### src/rtl/mul_div_unit.sv
// Iterative radix-2 multiply/divide unit owning the architectural HI/LO pair.
// MULT/MULTU/DIV/DIVU take 32 iterations plus a finish cycle; MTHI/MTLO write in one edge.
module mul_div_unit #(
  parameter int DATA_WIDTH = 32,
  parameter int ITERATIONS = 32
) (
  input  logic                  clk,
  input  logic                  rst,
  input  logic                  start,
  input  logic [5:0]            funct,
  input  logic [DATA_WIDTH-1:0] operand_1,
  input  logic [DATA_WIDTH-1:0] operand_2,
  input  logic                  flush,
  output logic                  stall_req,
  output logic                  busy,
  output logic                  done,
  output logic [DATA_WIDTH-1:0] hi,
  output logic [DATA_WIDTH-1:0] lo
);

  localparam int W  = DATA_WIDTH;
  localparam int CW = $clog2(ITERATIONS);
  localparam logic [CW-1:0] LAST_STEP = CW'(ITERATIONS - 1);

  localparam logic [5:0] F_MTHI  = 6'h11;
  localparam logic [5:0] F_MTLO  = 6'h13;
  localparam logic [5:0] F_MULT  = 6'h18;
  localparam logic [5:0] F_MULTU = 6'h19;
  localparam logic [5:0] F_DIV   = 6'h1A;
  localparam logic [5:0] F_DIVU  = 6'h1B;

  typedef enum logic [1:0] {
    IDLE = 2'd0,
    MUL  = 2'd1,
    DIV  = 2'd2,
    FIN  = 2'd3
  } state_t;

  function automatic logic [W-1:0] neg_w(input logic [W-1:0] x);
    return ~x + {{(W-1){1'b0}}, 1'b1};
  endfunction

  function automatic logic [2*W-1:0] neg_2w(input logic [2*W-1:0] x);
    return ~x + {{(2*W-1){1'b0}}, 1'b1};
  endfunction

  state_t           state_r, next_state_s;
  logic [CW-1:0]    cnt_r;
  logic [2*W-1:0]   acc_r;
  logic [W-1:0]     op_r;
  logic             neg_q_r, neg_r_r, is_div_r;
  logic [W-1:0]     hi_r, lo_r;
  logic             busy_r, done_r;

  logic             idle_go_s, is_mul_s, is_div_s, is_signed_s;
  logic [W-1:0]     abs1_s, abs2_s;
  logic [W:0]       mul_sum_s;
  logic [2*W-1:0]   mul_step_s, div_step_s;
  logic [W:0]       div_shift_s;
  logic [W-1:0]     div_diff_s;
  logic             div_geq_s;

  assign busy = busy_r;
  assign done = done_r;
  assign hi   = hi_r;
  assign lo   = lo_r;

  // Instruction decode and operand sign handling for a launch from IDLE.
  always_comb begin
    idle_go_s   = start & (state_r == IDLE) & ~flush;
    is_mul_s    = (funct == F_MULT) | (funct == F_MULTU);
    is_div_s    = (funct == F_DIV)  | (funct == F_DIVU);
    is_signed_s = (funct == F_MULT) | (funct == F_DIV);
    if (is_signed_s && operand_1[W-1]) begin
      abs1_s = neg_w(operand_1);
    end else begin
      abs1_s = operand_1;
    end
    if (is_signed_s && operand_2[W-1]) begin
      abs2_s = neg_w(operand_2);
    end else begin
      abs2_s = operand_2;
    end
  end

  // One shift-add multiply step and one restoring divide step on the shared accumulator.
  always_comb begin
    if (acc_r[0]) begin
      mul_sum_s = {1'b0, acc_r[2*W-1:W]} + {1'b0, op_r};
    end else begin
      mul_sum_s = {1'b0, acc_r[2*W-1:W]};
    end
    mul_step_s  = {mul_sum_s, acc_r[W-1:1]};
    div_shift_s = {acc_r[2*W-1:W], acc_r[W-1]};
    div_geq_s   = div_shift_s >= {1'b0, op_r};
    div_diff_s  = div_shift_s[W-1:0] - op_r;
    if (div_geq_s) begin
      div_step_s = {div_diff_s, acc_r[W-2:0], 1'b1};
    end else begin
      div_step_s = {div_shift_s[W-1:0], acc_r[W-2:0], 1'b0};
    end
  end

  // State register.
  always_ff @(posedge clk or posedge rst) begin
    if (rst) begin
      state_r <= IDLE;
    end else begin
      state_r <= next_state_s;
    end
  end

  // Next-state logic; flush overrides everything.
  always_comb begin
    next_state_s = state_r;
    if (flush) begin
      next_state_s = IDLE;
    end else begin
      case (state_r)
        IDLE: begin
          if (idle_go_s && is_mul_s) begin
            next_state_s = MUL;
          end else if (idle_go_s && is_div_s) begin
            next_state_s = (operand_2 == {W{1'b0}}) ? FIN : DIV;
          end else begin
            next_state_s = IDLE;
          end
        end
        MUL:     next_state_s = (cnt_r == LAST_STEP) ? FIN : MUL;
        DIV:     next_state_s = (cnt_r == LAST_STEP) ? FIN : DIV;
        FIN:     next_state_s = IDLE;
        default: next_state_s = IDLE;
      endcase
    end
  end

  // Stall covers the issue cycle and every busy cycle, releasing when the result lands.
  always_comb begin
    if (busy_r) begin
      stall_req = 1'b1;
    end else begin
      stall_req = idle_go_s & (is_mul_s | is_div_s);
    end
  end

  // Datapath, HI/LO and status registers.
  always_ff @(posedge clk or posedge rst) begin
    if (rst) begin
      cnt_r    <= {CW{1'b0}};
      acc_r    <= {(2*W){1'b0}};
      op_r     <= {W{1'b0}};
      neg_q_r  <= 1'b0;
      neg_r_r  <= 1'b0;
      is_div_r <= 1'b0;
      hi_r     <= {W{1'b0}};
      lo_r     <= {W{1'b0}};
      busy_r   <= 1'b0;
      done_r   <= 1'b0;
    end else begin
      busy_r <= (next_state_s != IDLE);
      done_r <= (state_r == FIN) & ~flush;
      case (state_r)
        IDLE: begin
          cnt_r <= {CW{1'b0}};
          if (idle_go_s && is_mul_s) begin
            acc_r    <= {{W{1'b0}}, abs2_s};
            op_r     <= abs1_s;
            neg_q_r  <= is_signed_s & (operand_1[W-1] ^ operand_2[W-1]);
            neg_r_r  <= is_signed_s & operand_1[W-1];
            is_div_r <= 1'b0;
          end else if (idle_go_s && is_div_s && (operand_2 == {W{1'b0}})) begin
            // Divide by zero: defined result staged directly for FIN.
            acc_r    <= {operand_1, {W{1'b1}}};
            op_r     <= {W{1'b0}};
            neg_q_r  <= 1'b0;
            neg_r_r  <= 1'b0;
            is_div_r <= 1'b1;
          end else if (idle_go_s && is_div_s) begin
            acc_r    <= {{W{1'b0}}, abs1_s};
            op_r     <= abs2_s;
            neg_q_r  <= is_signed_s & (operand_1[W-1] ^ operand_2[W-1]);
            neg_r_r  <= is_signed_s & operand_1[W-1];
            is_div_r <= 1'b1;
          end else if (idle_go_s && (funct == F_MTHI)) begin
            hi_r <= operand_1;
          end else if (idle_go_s && (funct == F_MTLO)) begin
            lo_r <= operand_1;
          end else begin
            acc_r <= acc_r;
          end
        end
        MUL: begin
          acc_r <= mul_step_s;
          cnt_r <= cnt_r + {{(CW-1){1'b0}}, 1'b1};
        end
        DIV: begin
          acc_r <= div_step_s;
          cnt_r <= cnt_r + {{(CW-1){1'b0}}, 1'b1};
        end
        FIN: begin
          if (flush) begin
            hi_r <= hi_r;
          end else if (is_div_r) begin
            lo_r <= neg_q_r ? neg_w(acc_r[W-1:0]) : acc_r[W-1:0];
            hi_r <= neg_r_r ? neg_w(acc_r[2*W-1:W]) : acc_r[2*W-1:W];
          end else begin
            {hi_r, lo_r} <= neg_q_r ? neg_2w(acc_r) : acc_r;
          end
        end
        default: begin
          cnt_r <= {CW{1'b0}};
        end
      endcase
    end
  end

endmodule
### config.mk
export PLATFORM = sky130hd
export DESIGN_NAME = mul_div_unit
export DESIGN_NICKNAME = d
export VERILOG_FILES = /design/src/rtl/mul_div_unit.sv
export SDC_FILE = /design/constraint.sdc
export NUM_CORES = 1
export LEC_CHECK = 0
export CAP_MARGIN = 40
export CORE_MARGIN = 2
export CORE_UTILIZATION = 35
export CTS_CLUSTER_DIAMETER = 150
export DETAILED_ROUTE_END_ITERATION = 6
export PLACE_DENSITY = 0.54
export SLEW_MARGIN = 20
export SYNTH_ARGS = -nofsm -noshare
export SYNTH_HDL_FRONTEND = slang
export SYNTH_SLANG_ARGS = --single-unit
### constraint.sdc
create_clock -name clk -period 7 [get_ports clk]
set_clock_uncertainty 0.2 [all_clocks]
set_input_delay 2.1 -clock clk [delete_from_list [all_inputs] [get_ports clk]]
set_output_delay 2.1 -clock clk [all_outputs]
set_load 0.02 [all_outputs]
==> out/qor.yml, run 1 <==
run_status: "complete, no violations"
ff2ff_setup_slack_ns: 2.43
critical_path_arrival_ns: 4.04
antenna_diode_count: 0
worst_r2r_path_depth: 12
dr.first_iter.drc_count: 1943
stdcell_count: 2701
slowest_delay_ns: 0.60
met2_length_um: 30000
grt_max_degree: 108
cts_tree: "yes"
number_of_resized_instances_in_the_post_cts_repair_step: 0
ys_warn_count: 0
cts_setup_buffers: 0
clk_latency_ns: 0.47
min_delay_worst_endpoint: "lo[5]"
grt_antenna_before_repair: 1
clk_transition_reported_paths_ns: 0.07
setup.worst_path.end_class: "output port"
cts_max_level: 4
yosys.area_share.adder_pct: 6.23
drc: 0
grtUsageTotal_pct: 29.4
layout.nets: 2247
async_flop_share_pct: 100
clock_tree_root_buffer_cell: "clkbuf_16"
detailedPlacementHpwl_um: 53300
drt-pass1-iter-count: 5
synthesis.area_per_instance_um2: 7.70
overall_overflow_remaining_after_global_route: 0
p_sw_w: 0.00257
share_of_power_burned_in_registers_pct: 29.5
maxCapViolCount: 0
place_congestion: 0.945
worst_hold_check_path_type: "reg2reg"
worstReg2RegEnd: "acc_r[56]"
whs_path_depth: 1
ys_seq_elements: 172
synth_nets: 2190
synth_mux_area_share_pct: 2.71
routed-wl-met3_um: 7000
vias: 16500
worst_slack_ns: 0.662
grt_pass1_wl_um: 102000
max_slew.worst_pin.slew_ns: 0.854
synthesized_area_fraction_occupied_by_ao_oa_aoi_and_oai_cells_pct: 30.1
finalHoldWorstSlack_ns: 0.277
layout-drive-gt1-share_pct: 6.45
detail_route.wl_per_cell_um: 25.7
timing.rr.start: "acc_r[31]"
postCtsHoldBufs: 0
cts_inserted_buffers: 17
ys_seq_area_share_pct: 27.4
most_common_cell_on_crit_path: "clkdlybuf4s50_1"
initial_utilization_pct: 35.5
clkSinkCount: 172
preCtsSetupSlack_ns: 0.644
multiInputGateArea_mm2: 0.0106
routed_wirelength_um: 69500
routed_via_density: 6.11
floorplan.io_pins: 141
port_buffers: 140
tns_ns: 0
finalSetupViolCount: 0
power_frac_comb_pct: 51.1
via_count_of_the_first_global_routing_pass: 15500
path_class: "in2out"
critPathRequiredTime_ns: 4.70
worst_setup_path_start_kind: "input pin"
mostFrequentLayoutCell: "nand2_1"
max-clock-path-buffers: 2
worst_path_max_delay_cell: "clkdlybuf4s50_1"
max_slew_margin_pct: 43.1
fp.dieW_um: 216
maximum_clock_frequency_mhz: 158
finalHoldViolCount: 0
cell_internal_pwr_w: 0.00294
synth_cells: 2039
area_growth_syn_to_fin_pct: 16.9
route.layer.met1.wl_um: 29700
register_area_mm2: 0.00430
timing.final.max_slew_violations: 0
synth_area_mm2: 0.0157
layout_common_cells: "nand2_1 (226), a21oi_1 (202), o21ai_0 (187)"
leakage_nw: 7.41
std_cell_rows: 77
die_area_mm2: 0.0466
synth.distinct_cells: 86
drt.antenna.violating_nets: 0
routed.top_layer: "met4"
synth-edff-count: 0
finalWorstPathRequiredPeriod_ns: 6.34
switching_share_pct: 46.7
synth_top_family_by_area: "compound AO/OA/AOI/OAI gates"
dp_cells: 2665
clock_power_share_pct: 19.4
top_flip_flop_cell_by_instance_count_after_synthesis: "dfrtp_1"
finalCritPeriodShare_pct: 90.5
core_mm2: 0.0442
min-delay-start: "lo[5]"
fillerInstances: 4510
synthSimpleGateAreaFrac_pct: 19.0
cp_max_fo: 4
powerDensity_mw_per_mm2: 300
die_height_um: 216
xor_xnor_fraction_of_synth_area_pct: 9.25
crit_path_cell_trace: "clkdlybuf4s50_1, or3b_2, nor4_4, or2_2, clkdlybuf4s50_1"
setup_repair_after_global_routing_missed_its_margin: "no"
power.ir.vdd_worst_uv: 137
-- sequential cells by signal, summed over array words and instances (netlist names), 2 cells and up --
signal	count
cnt_r	5
hi	32
state_r	2
op_r	32
acc_r	64
lo	32
-- how the worst max path moves through the flow --
stage | from | endpoint | slack, ns | cells past startpoint
6_report | funct[4] | stall_req | 0.66 | 5
5_1_grt | funct[4] | stall_req | 0.54 | 5
4_1_cts | funct[4] | stall_req | 0.64 | 5
3_5_place_dp | funct[4] | stall_req | 0.64 | 5
3_3_place_gp | funct[4] | stall_req | 0.65 | 5
2_1_floorplan | rst | acc_r[0] | 0.04 | 1
-- Yosys cell counts, types with 46 or more instances --
master | n | area, um2
a211oi_1 | 67 | 503
clkbuf_1 | 113 | 424
a21o_1 | 56 | 420
xnor2_1 | 92 | 806
o21ai_0 | 187 | 936
dfrtp_1 | 172 | 4300
a21oi_1 | 203 | 1020
nor2_1 | 163 | 612
nor3_1 | 51 | 255
xor2_1 | 72 | 631
nand3_1 | 46 | 230
ha_1 | 75 | 938
inv_1 | 71 | 267
nand2_1 | 228 | 856
-- power groups by stage --
stage	clock (W)	combinational, W	sequential (W)
after CTS	0.00107	0.00276	0.00161
after detailed placement	0	0.00275	0.00163
after floorplan	0	0.00182	0.00154
after global routing	0.00111	0.00305	0.00165
final	0.00107	0.00281	0.00162
after global placement	0	0.00273	0.00162
-- metal layers --
metal  up-vias  GRT usage [%]
met3       127           7.43
li1       7528              -
met4         0           12.4
met2       841           44.1
met5         -              0
met1      8004           40.1
-- cell type report --
type / count / share of cell area, %
multi-input combinational: 1653 / 58.0
sequential: 172 / 23.4
timing repair buffer: 179 / 9.59
tap: 592 / 4.03
clock buffer: 18 / 2.34
inverter: 73 / 1.52
clock inverter: 14 / 1.08
-- critical path: cells and delay by family --
family	cells	cell delay (ns)
buffers and inverters	2	1.05
AND/OR/NAND/NOR	3	0.89
-- logic make-up (layout without fill, tap and decap cells) --
kind of cell	Yosys count	count (layout)
flops	172	172
fa+ha+maj	77	77
compound gates	742	742
mux	40	40
buf+inv	214	284
xor+xnor	165	165
simple gates	629	629
-- per-stage QoR --
step	cell area [um2]	util (%)	total power (W)
after floorplan	15700	-	0.00336
after CTS	18300	41.4	0.00544
final	18400	41.5	0.00550
after detailed placement	17700	39.9	0.00437
after global routing	18400	41.5	0.00581
after global placement	17600	39.9	0.00435
Power figures use the tool's default switching activity.
==> inputs of run 2 (changes only) <==
--- a/config.mk
+++ b/config.mk
@@ -11,7 +11,8 @@
 export CTS_CLUSTER_DIAMETER = 150
 export DETAILED_ROUTE_END_ITERATION = 6
 export PLACE_DENSITY = 0.54
-export SLEW_MARGIN = 20
+export SKIP_CTS_REPAIR_TIMING = 1
+export SLEW_MARGIN = 10
 export SYNTH_ARGS = -nofsm -noshare
 export SYNTH_HDL_FRONTEND = slang
 export SYNTH_SLANG_ARGS = --single-unit
==> run 2 against run 1 <==
Routed wire length fell by 0.20%; flip-flop and latch count stayed put; first-iteration DRC count is 2.4% lower; cell count decreased by 0.11%; count of clock-buffer cells in the layout unchanged; largest power group unchanged; sequential power barely moved; final area shrank 0.46%; power decreased by 1.3%; critical path depth did not move.
==> out/qor.yml, run 2 (same netlist as run 1, synthesis figures left out) <==
run_status: "complete, no violations"  # unchanged
layout.nets: 2244  # was 2,247
power.ir.vdd_worst_uv: 154  # was 137 uV
cts_tree: "yes"  # unchanged
std_cell_rows: 77  # unchanged
vias: 16600  # was 16,500
core_mm2: 0.0442  # unchanged
total_power_w: 0.00543  # was 0.00550 W
min-delay-start: "lo[5]"  # unchanged
leakage_nw: 7.37  # was 7.41 nW
clk_latency_ns: 0.47  # about the same
finalHoldWorstSlack_ns: 0.277  # about the same
fillerInstances: 4513  # was 4,510
place_congestion: 0.945  # unchanged
finalSetupViolCount: 0  # unchanged
worst_hold_check_path_type: "reg2reg"  # unchanged
finalWorstPathRequiredPeriod_ns: 6.34  # about the same
clk_transition_reported_paths_ns: 0.07  # about the same
overall_overflow_remaining_after_global_route: 0  # unchanged
fp.dieW_um: 216  # unchanged
setup.worst_path.end_class: "output port"  # unchanged
min_delay_worst_endpoint: "lo[5]"  # unchanged
initial_utilization_pct: 35.5  # unchanged
port_buffers: 140  # unchanged
layout_common_cells: "nand2_1 (226), a21oi_1 (202), o21ai_0 (187)"  # unchanged
grt_max_degree: 108  # unchanged
grt_pass1_wl_um: 102000  # about the same
grt_antenna_before_repair: 2  # was 1
maximum_clock_frequency_mhz: 158  # about the same
antenna_diode_count: 0  # unchanged
max_slew_margin_pct: 39.2  # was 43.1%
cts_inserted_buffers: 17  # unchanged
setup_repair_after_global_routing_missed_its_margin: "no"  # unchanged
mostFrequentLayoutCell: "nand2_1"  # unchanged
routed_wirelength_um: 69400  # was 69,500 um
ff2ff_setup_slack_ns: 2.42  # was 2.43 ns
routed_via_density: 6.14  # was 6.11
drc: 0  # unchanged
drt.antenna.violating_nets: 0  # unchanged
dr.first_iter.drc_count: 1897  # was 1,943
clock_tree_root_buffer_cell: "clkbuf_16"  # unchanged
clkSinkCount: 172  # unchanged
grtUsageTotal_pct: 29.4  # about the same
drt-pass1-iter-count: 5  # unchanged
area_growth_syn_to_fin_pct: 16.4  # was 16.9%
cts_max_level: 4  # unchanged
worstReg2RegEnd: "acc_r[55]"  # was acc_r[56]
critPathRequiredTime_ns: 4.70  # about the same
tns_ns: 0  # unchanged
timing.rr.start: "acc_r[31]"  # unchanged
whs_path_depth: 1  # unchanged
final_core_utilization_pct: 41.3  # was 41.5%
largest_register_by_flop_count: "acc_r"  # unchanged
die_area_mm2: 0.0466  # unchanged
timing.final.max_slew_violations: 0  # unchanged
finalHoldViolCount: 0  # unchanged
via_count_of_the_first_global_routing_pass: 15300  # was 15,500
critical_path_arrival_ns: 4.04  # about the same
powerDensity_mw_per_mm2: 297  # was 300 mW/mm2
detailedPlacementHpwl_um: 53300  # about the same
worst_setup_path_start_kind: "input pin"  # unchanged
die_height_um: 216  # unchanged
layout-drive-gt1-share_pct: 6.32  # was 6.45%
worst_r2r_path_depth: 12  # unchanged
path_class: "in2out"  # unchanged
max_slew.worst_pin.slew_ns: 0.912  # was 0.854 ns
maxCapViolCount: 0  # unchanged
floorplan.io_pins: 141  # unchanged
largest_reg_flops: 64  # unchanged
max-clock-path-buffers: 2  # unchanged
cp_max_fo: 4  # unchanged
finalCritPeriodShare_pct: 90.6  # was 90.5%
detail_route.wl_per_cell_um: 25.7  # about the same
-- run 2: cell count changes in the layout (fill, tap and decap cells not counted), sizes merged --
cell    change
buf         -3
clkinv      +2
bufinv      -2
-- run 2: area by class of cell --
type                            instances  area, um2  share of cell area (%)
Multi-Input combinational cell       1653      10600                    58.3
Sequential cell                       172       4300                    23.6
Timing Repair Buffer                  176       1720                    9.42
Tap cell                              592        741                    4.05
Clock buffer                           18        429                    2.35
Inverter                               73        279                    1.53
Clock inverter                         14        153                   0.835
-- run 2: worst max-delay path by stage --
stage | from | to | cells past startpoint
5_1_grt | funct[4] | stall_req | 5
3_3_place_gp | funct[4] | stall_req | 5
6_report | funct[4] | stall_req | 5
4_1_cts | funct[4] | stall_req | 5
2_1_floorplan | rst | acc_r[0] | 1
3_5_place_dp | funct[4] | stall_req | 5
-- run 2: stage by stage --
stage,area [um2],setup WS [ns],std cells
after floorplan,15700,0.0399,2039
after global placement,17600,0.651,2662
after detailed placement,17700,0.645,2665
after CTS,18200,0.640,2697
after global routing,18300,0.543,2698
final,18300,0.657,2698
-- run 2: layer usage --
layer | GRT usage, % | up-vias | wire [um]
met1 | 42.0 | 8076 | 30800
li1 | - | 7547 | -
met3 | 4.38 | 97 | 5850
met5 | 0 | - | 0
met2 | 45.4 | 836 | 30600
met4 | 9.75 | 0 | 2130
-- run 2: report_power, final --
part	internal, W	switching [W]	total (W)
registers	0.00122	0.000406	0.00163
logic	0.00114	0.00167	0.00281
clock network	0.000505	0.000489	0.000994
-- run 2: worst max-delay path, stage by stage --
cell	delay, ns
clkdlybuf4s50_1	0.45
or3b_2	0.51
nor4_4	0.24
or2_2	0.14
clkdlybuf4s50_1	0.61
